`src/rtl/mem_access_seq.sv`:
```
// Memory-stage access sequencer: registers region enables, byte mask and store data.
// Optional IO_TIMEOUT_EN macro adds an abort counter to the IO wait state.
module mem_access_seq #(
  parameter int unsigned FWD_DEPTH  = 2,
  parameter int unsigned IO_TIMEOUT = 64
) (
  input  logic                   clk,
  input  logic                   rst_n,
  input  logic                   req_valid,
  output logic                   req_ready,
  input  logic [31:0]            req_inst,
  input  logic [31:0]            req_pc,
  input  logic [31:0]            req_addr,
  input  logic [31:0]            req_rd2,
  input  logic [FWD_DEPTH-1:0]   fwd_valid,
  input  logic [32*FWD_DEPTH-1:0] fwd_inst,
  input  logic [32*FWD_DEPTH-1:0] fwd_data,
  output logic                   imem_en,
  output logic                   dmem_en,
  output logic                   bios_en,
  output logic                   io_en,
  output logic [3:0]             mem_we,
  output logic [31:0]            mem_wdata,
  output logic                   io_valid,
  input  logic                   io_ready,
  output logic                   stall,
  output logic                   done,
  output logic                   err_align,
  output logic                   err_map
);

  localparam logic [6:0] OP_LOAD   = 7'b0000011;
  localparam logic [6:0] OP_STORE  = 7'b0100011;
  localparam logic [6:0] OP_BRANCH = 7'b1100011;
  localparam logic [6:0] OP_SYSTEM = 7'b1110011;

  typedef enum logic [1:0] {
    ST_IDLE    = 2'd0,
    ST_ISSUE   = 2'd1,
    ST_IO_WAIT = 2'd2
  } state_e;

  state_e      state_q, state_d;
  logic        imem_q, imem_d, dmem_q, dmem_d, bios_q, bios_d, io_en_q, io_en_d;
  logic [3:0]  we_q, we_d;
  logic [31:0] wdata_q, wdata_d;
  logic        io_valid_q, io_valid_d, done_q, done_d;
  logic        err_align_q, err_align_d, err_map_q, err_map_d;

  logic [6:0]  opcode;
  logic [2:0]  funct3;
  logic [4:0]  rs2;
  logic [3:0]  region;
  logic [1:0]  off;
  logic        is_load, is_store, misalign, mapped;
  logic        dec_imem, dec_dmem, dec_bios, dec_io;
  logic [3:0]  dec_we;
  logic [31:0] st_data, dec_wdata;
  logic        accept, io_timeout;

  assign opcode = req_inst[6:0];
  assign funct3 = req_inst[14:12];
  assign rs2    = req_inst[24:20];
  assign region = req_addr[31:28];
  assign off    = req_addr[1:0];

  assign is_load  = (opcode == OP_LOAD) &&
                    (funct3 inside {3'b000, 3'b001, 3'b010, 3'b100, 3'b101});
  assign is_store = (opcode == OP_STORE) && (funct3 inside {3'b000, 3'b001, 3'b010});
  assign misalign = ((funct3[1:0] == 2'b01) && off[0]) ||
                    ((funct3[1:0] == 2'b10) && (off != 2'b00));

  // Per-entry forwarding match; only instructions that actually write rd qualify
  logic [FWD_DEPTH-1:0] fwd_hit;
  logic [31:0]          fwd_word [FWD_DEPTH];

  for (genvar g = 0; g < FWD_DEPTH; g++) begin : g_fwd
    logic [6:0] f_op;
    logic [4:0] f_rd;
    logic       unused_hi;
    assign f_op        = fwd_inst[32*g +: 7];
    assign f_rd        = fwd_inst[32*g+7 +: 5];
    assign unused_hi   = ^fwd_inst[32*g+12 +: 20];
    assign fwd_word[g] = fwd_data[32*g +: 32];
    assign fwd_hit[g]  = fwd_valid[g] && (f_op != OP_STORE) && (f_op != OP_BRANCH) &&
                         (f_op != OP_SYSTEM) && (f_rd != 5'd0) && (f_rd == rs2);
  end

  // Youngest matching entry wins, so scan from oldest and let lower indices overwrite
  always_comb begin
    st_data = req_rd2;
    for (int i = int'(FWD_DEPTH) - 1; i >= 0; i--) begin
      if (fwd_hit[i]) st_data = fwd_word[i];
    end
  end

  always_comb begin
    dec_imem = 1'b0;
    dec_dmem = 1'b0;
    dec_bios = 1'b0;
    dec_io   = 1'b0;
    if (is_load) begin
      dec_io   = (region == 4'b1000);
      dec_bios = (region == 4'b0100);
      dec_dmem = (region[3:2] == 2'b00) && region[0];
    end else if (is_store) begin
      if (region == 4'b1000) begin
        dec_io = 1'b1;
      end else begin
        dec_dmem = req_addr[28];
        dec_imem = req_addr[29] & req_pc[30];
      end
    end
  end

  assign mapped = dec_imem | dec_dmem | dec_bios | dec_io;

  always_comb begin
    dec_we    = 4'b0000;
    dec_wdata = 32'h0;
    if (is_store) begin
      case (funct3[1:0])
        2'b00:   dec_we = 4'b0001 << off;
        2'b01:   dec_we = 4'b0011 << off;
        default: dec_we = 4'b1111;
      endcase
      dec_wdata = st_data << {off, 3'b000};
    end
  end

  assign req_ready = (state_q != ST_IO_WAIT);
  assign stall     = req_valid & ~req_ready;
  assign accept    = req_valid & req_ready;

`ifdef IO_TIMEOUT_EN
  localparam int unsigned CNT_W = $clog2(IO_TIMEOUT + 1);
  logic [CNT_W-1:0] cnt_q, cnt_d;

  assign cnt_d      = (state_q == ST_IO_WAIT) ? cnt_q + CNT_W'(1) : '0;
  assign io_timeout = (state_q == ST_IO_WAIT) && (cnt_q == CNT_W'(IO_TIMEOUT - 1));

  always_ff @(posedge clk or negedge rst_n) begin
    if (!rst_n) cnt_q <= '0;
    else        cnt_q <= cnt_d;
  end
`else
  assign io_timeout = 1'b0;
`endif

  logic unused_c;
  assign unused_c = ^{req_inst[31:25], req_inst[19:15], req_inst[11:7], req_pc[31],
                      req_pc[29:0], req_addr[27:2], 32'(IO_TIMEOUT)};

  // Next state and next registered outputs; pulses default low every cycle
  always_comb begin
    state_d     = state_q;
    imem_d      = 1'b0;
    dmem_d      = 1'b0;
    bios_d      = 1'b0;
    io_en_d     = 1'b0;
    we_d        = 4'b0000;
    wdata_d     = 32'h0;
    io_valid_d  = 1'b0;
    done_d      = 1'b0;
    err_align_d = 1'b0;
    err_map_d   = 1'b0;
    case (state_q)
      ST_IDLE, ST_ISSUE: begin
        state_d = ST_IDLE;
        if (accept && (is_load || is_store)) begin
          if (misalign) begin
            err_align_d = 1'b1;
          end else if (!mapped) begin
            err_map_d = 1'b1;
          end else if (dec_io) begin
            state_d    = ST_IO_WAIT;
            io_en_d    = 1'b1;
            io_valid_d = 1'b1;
            we_d       = dec_we;
            wdata_d    = dec_wdata;
          end else begin
            state_d = ST_ISSUE;
            imem_d  = dec_imem;
            dmem_d  = dec_dmem;
            bios_d  = dec_bios;
            we_d    = dec_we;
            wdata_d = dec_wdata;
            done_d  = 1'b1;
          end
        end
      end
      ST_IO_WAIT: begin
        if (io_ready) begin
          state_d = ST_IDLE;
          done_d  = 1'b1;
        end else if (io_timeout) begin
          state_d   = ST_IDLE;
          err_map_d = 1'b1;
        end else begin
          io_en_d    = 1'b1;
          io_valid_d = 1'b1;
          we_d       = we_q;
          wdata_d    = wdata_q;
        end
      end
      default: state_d = ST_IDLE;
    endcase
  end

  always_ff @(posedge clk or negedge rst_n) begin
    if (!rst_n) begin
      state_q     <= ST_IDLE;
      imem_q      <= 1'b0;
      dmem_q      <= 1'b0;
      bios_q      <= 1'b0;
      io_en_q     <= 1'b0;
      we_q        <= 4'b0000;
      wdata_q     <= 32'h0;
      io_valid_q  <= 1'b0;
      done_q      <= 1'b0;
      err_align_q <= 1'b0;
      err_map_q   <= 1'b0;
    end else begin
      state_q     <= state_d;
      imem_q      <= imem_d;
      dmem_q      <= dmem_d;
      bios_q      <= bios_d;
      io_en_q     <= io_en_d;
      we_q        <= we_d;
      wdata_q     <= wdata_d;
      io_valid_q  <= io_valid_d;
      done_q      <= done_d;
      err_align_q <= err_align_d;
      err_map_q   <= err_map_d;
    end
  end

  assign imem_en   = imem_q;
  assign dmem_en   = dmem_q;
  assign bios_en   = bios_q;
  assign io_en     = io_en_q;
  assign mem_we    = we_q;
  assign mem_wdata = wdata_q;
  assign io_valid  = io_valid_q;
  assign done      = done_q;
  assign err_align = err_align_q;
  assign err_map   = err_map_q;

endmodule
```
`config.mk`:
```
export PLATFORM = sky130hd
export DESIGN_NAME = mem_access_seq
export DESIGN_NICKNAME = d
export VERILOG_FILES = /design/src/rtl/mem_access_seq.sv
export SDC_FILE = /design/constraint.sdc
export NUM_CORES = 1
export LEC_CHECK = 0
export CORE_AREA = 4 4 116 118
export CTS_CLUSTER_DIAMETER = 50
export DETAILED_ROUTE_END_ITERATION = 7
export DIE_AREA = 0 0 120 122
export GPL_ROUTABILITY_DRIVEN = 0
export HOLD_SLACK_MARGIN = 0.03
export MAX_ROUTING_LAYER = met4
export PLACE_DENSITY = 0.71
export SLEW_MARGIN = 20
export SYNTH_ARGS = -nofsm -noshare
export SYNTH_HDL_FRONTEND = slang
export SYNTH_SLANG_ARGS = --single-unit
```
`constraint.sdc`:
```
create_clock -name clk -period 4.31 [get_ports clk]
set_input_delay 1.293 -clock clk [delete_from_list [all_inputs] [get_ports clk]]
set_output_delay 1.293 -clock clk [all_outputs]
set_load 0.005 [all_outputs]
```
# Yosys cells after proc, flatten, opt, wreduce, memory -nomap -nowiden
# Cells that the tools add are included.
[op_classes] n_eq_ne=22 shift=3 muxes=65 bitwise=7 reduce_logical=28
[op_table] operator="$mux 32" n=7
[op_table] operator="$pmux 32 s2" n=1
[op_table] operator="$mux 1" n=42
[op_table] operator="$shl 32x5->32" n=1
[op_table] operator="$ne 7x7->1 const B" n=4
[op_table] operator="$mux 4" n=5
[op_table] operator="$logic_and 1x1->1" n=16
[op_table] operator="$pmux 4 s2" n=2
[op_table] operator="$reduce_bool 5->1" n=3
[op_table] operator="$ne 7x6->1 const B" n=2
[op_table] operator="$eq 5x5->1" n=2
[op_table] operator="$mux 2" n=5
[op_table] operator="$eq 7x2->1 const B" n=1
[op_table] operator="$eq 7x6->1 const B" n=1
[op_table] operator="$eq 3x3->1 const B" n=2
[op_table] operator="$logic_not 2->1" n=3
[op_table] operator="$eq 2x1->1 const B" n=2
[op_table] operator="$eq 2x2->1 const B" n=2
[op_table] operator="$eq 4x3->1 const B" n=1
[op_table] operator="$eq 4x4->1 const B" n=1
[op_table] operator="$ne 2x2->1 const B" n=2
[op_table] operator="$pmux 1 s2" n=2
[op_table] operator="$pmux 2 s2" n=1
[op_table] operator="$shl 1x2->4 const A" n=1
[op_table] operator="11 further kinds" n=16
[totals] regBits=45 elab_cells=135

# Longest topological paths before layout
# Gate-level depths: netlist (run 1).
[logic_depth] ltp_word=14 ltp_mapped=9 depth_no_buf=7

# Worst setup path before layout (run 1)
# No wires, ideal clock.
[synth_path] path_kind="in2reg" startpoint="input port req_inst[3]" endpoint="register wdata_q[29] (netlist: mem_wdata[29])" setup_ps=92 arrival_ps=2780 required_ps=4218 slack_ps=1438 path_stages=7 path_buffers=1 cell_sequence="nor4_4 -> nand4b_4 -> a2111oi_4 -> and3_1 -> buf_6 -> o21ai_2 -> o31ai_2"
[synth_between] elab_chain_cells=11
[synth_lines] element="start: declaration" line_no="11" source="input logic [31:0] req_inst,"
[synth_lines] element="$eq 7x6->1" line_no="69" source="assign is_store = (opcode == OP_STORE) && (funct3 inside {3'b000, 3'b001, 3'b010});"
[synth_lines] element="$logic_and 1x1->1" line_no="69"
[synth_lines] element="$mux 1" line_no="106" source="end else if (is_store) begin"
[synth_lines] element="$mux 1" line_no="102" source="if (is_load) begin"
[synth_lines] element="$or 1x1->1 (3 in series)" line_no="116" source="assign mapped = dec_imem | dec_dmem | dec_bios | dec_io;"
[synth_lines] element="$mux 32" line_no="173" source="end else if (!mapped) begin"
[synth_lines] element="$mux 32" line_no="171" source="if (misalign) begin"
[synth_lines] element="$mux 32 *" line_no="170" source="if (accept && (is_load || is_store)) begin"
[synth_lines] element="$pmux 32 s2 *" line_no="167" source="case (state_q)"
[synth_lines] element="end signal: assignment" line_no="230" source="wdata_q <= wdata_d;"
[synth_lines] element="end: declaration" line_no="46" source="logic [31:0] wdata_q, wdata_d;"
# Mark *: on every way between the ends. The rest lies on a longest branch, timed or not.
# A chain may end at the register's enable or synchronous reset.

# Worst setup path after layout (run 1)
[layout_path] startpoint="input port req_valid" endpoint="output port stall"
[layout_between] elab_chain_cells=1
[layout_lines] element="start: declaration" line_no="9" source="input logic req_valid,"
[layout_lines] element="$and 1x1->1" line_no="132" source="assign stall = req_valid & ~req_ready;"
[layout_lines] element="end: declaration" line_no="26" source="output logic stall,"
# No other way between the ends.

==> run summary, run 1 <==
- **outcome** completed
- **via count of the first global-routing pass** 3721
- **Antenna Violating Nets Remaining** 0
- **Register Area** 0.00113 sq mm
- **Post-synth EDFFs** 0
- **sequential share of the synthesized area** 35.3%
- **layout filler cell count** 1209
- **internal power consumption** 0.000855 W
- **initial antenna violation count** 0
- **fraction of power consumed by the clock network** 37.4%
- **Yosys warnings** 0
- **net switching fraction of the power** 24.2%
- **Net Switching** 0.000272 W
- **post-synthesis to final-layout area growth** 71.4%
- **Worst path depth** 3
- **maximum frequency from static timing analysis** 270 MHz
- **# Post-CTS Setup Buffers** 0
- **setup repair after global routing missed its margin** false
- **CTS Buf Count** 5
- **delay of the slowest cell on the worst path** 490 ps
- **DRC violation total after the first TritonRoute iteration** 164
- **transition time at the pin with the least slew margin** 640 ps
- **clock root cell** sky130_fd_sc_hd__clkbuf_16
- **number of H-tree branching levels** 2
- **later-pin clock latency in the skew report** 280 ps
- **total power after layout** 0.00113 W
- **average wire per standard cell** 17.8 microns
- **crit end category** output pin
- **clock tree from TritonCTS** yes
- **net total in the final layout** 825
- **fraction of synthesis flops using an asynchronous set or reset pin** 100%
- **sum of routed wire length over all layers** 13100 microns
- **number of gates resized after cts** 0
- **height of the die** 122 microns
- **setup_tns** 0 ps
- **Post-route DRC** 0
- **final critical-path share of the clock period** 86.1%
- **total number of placement rows** 41
- **count of pins on the block boundary** 308
- **Final min period** 3710 ps
- **leakage component of the power** 2.22 nW
- **clk slew on worst S/H paths** 60 ps
- **global-route usage over all layers** 17.6%
- **buffer and inverter count on the worst path** 2
- **total of max-cap violations** 0
- **Mapped Area** 0.00319 sq mm
- **power share of the sequential group** 37.5%
- **final setup slack of the worst path** 601 ps
- **largest area contributor in the synthesized netlist** sky130_fd_sc_hd__dfrtp_1
- **WP data required** 3020 ps
- **number of endpoints failing setup at the final stage** 0
- **post-detailed-placement half-perimeter wirelength** 10800 microns
- **Gate power share** 25.1%
- **number of unique standard cell types used by synthesis** 62
- **CORE AREA** 0.0125 sq mm
- **classification of the worst-slack hold path** flip-flop to flip-flop
- **number of port buffers** 193
- **crit path max fanout** 2
- **commonest register cell after synthesis** sky130_fd_sc_hd__dfrtp_1
- **average instance area after synthesis** 8.49 sq um
- **maximum number of pins on one net before global-route repair** 46
- **count of cells along the worst hold path** 2
- **via total after detailed routing** 3660
- **First-pass DRT Iterations** 5
- **cell occurring most often along the worst timing path** sky130_fd_sc_hd__clkdlybuf4s50_1
- **startpoint-to-endpoint class of the critical path** input pin to output pin
- **floorplan die area** 0.0146 sq mm
- **fraction of final layout cells with drive strength greater than 1** 7.28%
- **Post-Route Utilization** 43.8%
- **largest buffer count on any clock path** 2
- **most frequent standard cell in the layout excluding fill and tap cells** sky130_fd_sc_hd__clkdlybuf4s50_1
- **total overflow reported by the global router** 0
- **Final Hold Viols** 0
- **final antenna diode count** 0
- **max-slew headroom at the worst pin** 57.2%
- **sinks on the clock net** 45
- **worst slack at placement** 390 ps
- **average via count per standard cell** 4.98
- **initial standard-cell utilization of the core** 25.6%
- **cell family with the largest share of critical-path delay** buffers and inverters
- **Critical-path top delay cell** sky130_fd_sc_hd__clkdlybuf4s50_1
- **final number of max-transition violations** 0
- **cell types occupying the most area after synthesis** sky130_fd_sc_hd__dfrtp_1, sky130_fd_sc_hd__nand2_1, sky130_fd_sc_hd__mux2i_1
- **depth of the worst register-to-register path** 5
- **Cell Pwr Density** 206 mW/mm^2
- **post-route clock skew** 5.83 ps
- **share of the synthesized area in the top cell type** 35.3%
- **synthesis-stage register bit count** 45
- **number of standard cells after synthesis** 375
- **critical path cell sequence** clkdlybuf4s50_1 > and3_1 > clkdlybuf4s50_1
- **syn_nets** 637
- **IR drop worst, VDD** 139 uV
- **global-route wire length before repair** 19700 microns
- **die width** 120 microns
- **Critical Path Start Type** input pin
- **leading cell types in the layout, fill and taps excluded** sky130_fd_sc_hd__clkdlybuf4s50_1, sky130_fd_sc_hd__nand2_1, sky130_fd_sc_hd__dfrtp_1
- **Arr. time, crit path** 2420 ps
- **area of combinational cells with multiple inputs** 0.00194 sq mm
- **number of buffers added to fix hold violations after cts** 0
-- tightest hold or removal path, cell delays in order, from the launching register on --
cell and delay (ps):
sky130_fd_sc_hd__dfrtp_1 340, sky130_fd_sc_hd__nand2_1 50, sky130_fd_sc_hd__o21ai_1 60
-- power groups by stage --
stage | Sequential [W] | Clock [W] | Combinational [W]
global placement | 0.000430 | 0 | 0.000277
global route | 0.000422 | 0.000450 | 0.000303
finish | 0.000423 | 0.000421 | 0.000283
CTS | 0.000422 | 0.000427 | 0.000283
floorplan | 0.000430 | 0 | 0.0000961
detailed placement | 0.000430 | 0 | 0.000282
-- layer usage --
| metal | up-vias | track usage, % | part of all wire (%) | wire length [microns] |
|---|---|---|---|---|
| met2 | 168 | 29.9 | 50 | 6540 |
| met4 | 0 | 4.08 | 1.1 | 139 |
| met3 | 8 | 3.90 | 7.3 | 959 |
| met5 | - | - | 0 | 0 |
| li1 | 1755 | - | - | - |
| met1 | 1729 | 21.4 | 42 | 5460 |
-- cell usage after synthesis, types with 2 or more instances --
library cell,n
sky130_fd_sc_hd__nand2_1,61
sky130_fd_sc_hd__xor2_1,6
sky130_fd_sc_hd__nor3b_1,5
sky130_fd_sc_hd__a221oi_1,6
sky130_fd_sc_hd__o221ai_1,7
sky130_fd_sc_hd__and3_1,5
sky130_fd_sc_hd__xnor2_1,2
sky130_fd_sc_hd__inv_1,5
sky130_fd_sc_hd__o2111ai_1,2
sky130_fd_sc_hd__buf_1,2
sky130_fd_sc_hd__buf_4,3
sky130_fd_sc_hd__nor3_1,3
sky130_fd_sc_hd__buf_6,2
sky130_fd_sc_hd__dfrtp_1,45
sky130_fd_sc_hd__o21ai_0,5
sky130_fd_sc_hd__clkbuf_1,7
sky130_fd_sc_hd__a21oi_1,27
sky130_fd_sc_hd__nor4_1,3
sky130_fd_sc_hd__buf_2,8
sky130_fd_sc_hd__a211oi_1,3
sky130_fd_sc_hd__o21ai_1,35
sky130_fd_sc_hd__a41oi_1,2
sky130_fd_sc_hd__mux2i_1,19
sky130_fd_sc_hd__nor2_1,41
sky130_fd_sc_hd__and2_1,7
sky130_fd_sc_hd__nor2b_1,2
sky130_fd_sc_hd__a22o_1,8
sky130_fd_sc_hd__nand2b_1,3
sky130_fd_sc_hd__a21o_2,2
sky130_fd_sc_hd__a31oi_1,11
sky130_fd_sc_hd__a22oi_1,7
-- metrics by stage --
step                area (sq um)  std cells  hold slack [ps]
CTS                         5460        735              491
detailed placement          5300        728              475
finish                      5460        735              485
floorplan                   3190        375              473
global placement            5300        728              467
global route                5460        735              501
-- flip-flops by register name, summed over array words and instances (netlist names) --
register,cells
bios_en,1
dmem_en,1
done,1
err_align,1
err_map,1
imem_en,1
io_valid,1
mem_wdata,32
mem_we,4
state_q,2
-- worst paths after layout --
kind	startpoint	end	slack [ps]
max reg2reg	state_q[1]	mem_wdata[0]	2380
max in group asynchronous	rst_n	mem_wdata[15]	2900
max	req_valid	stall	600
min reg2reg	mem_wdata[10]	mem_wdata[10]	480
min	mem_wdata[10]	mem_wdata[10]	480
min in group asynchronous	rst_n	mem_wdata[16]	1010
-- cells by family (layout without fill, tap and decap cells) --
| kind of cell | after synthesis | in the layout | share of synthesized area [%] |
|---|---|---|---|
| xor+xnor | 8 | 8 | 2.20 |
| compound gates | 130 | 130 | 28.0 |
| buf+inv | 27 | 215 | 4.32 |
| simple gates | 146 | 146 | 24.1 |
| flops | 45 | 45 | 35.3 |
| mux | 19 | 19 | 5.97 |
-- final cells by class --
| cell class | count | area share (%) |
|---|---|---|
| Inverter | 5 | 0.344 |
| Clock inverter | 2 | 0.642 |
| Timing Repair Buffer | 203 | 36.7 |
| Clock buffer | 5 | 2.29 |
| Multi-Input combinational cell | 303 | 35.4 |
| Sequential cell | 45 | 20.6 |
| Tap cell | 172 | 3.94 |
(Power assumes the default switching activity.)
==> inputs of run 2 (changes only) <==
- CTS_CLUSTER_DIAMETER: 50 -> default
==> results of run 2 <==
No change in the layout: final DEF, timing and power equal those of run 1.
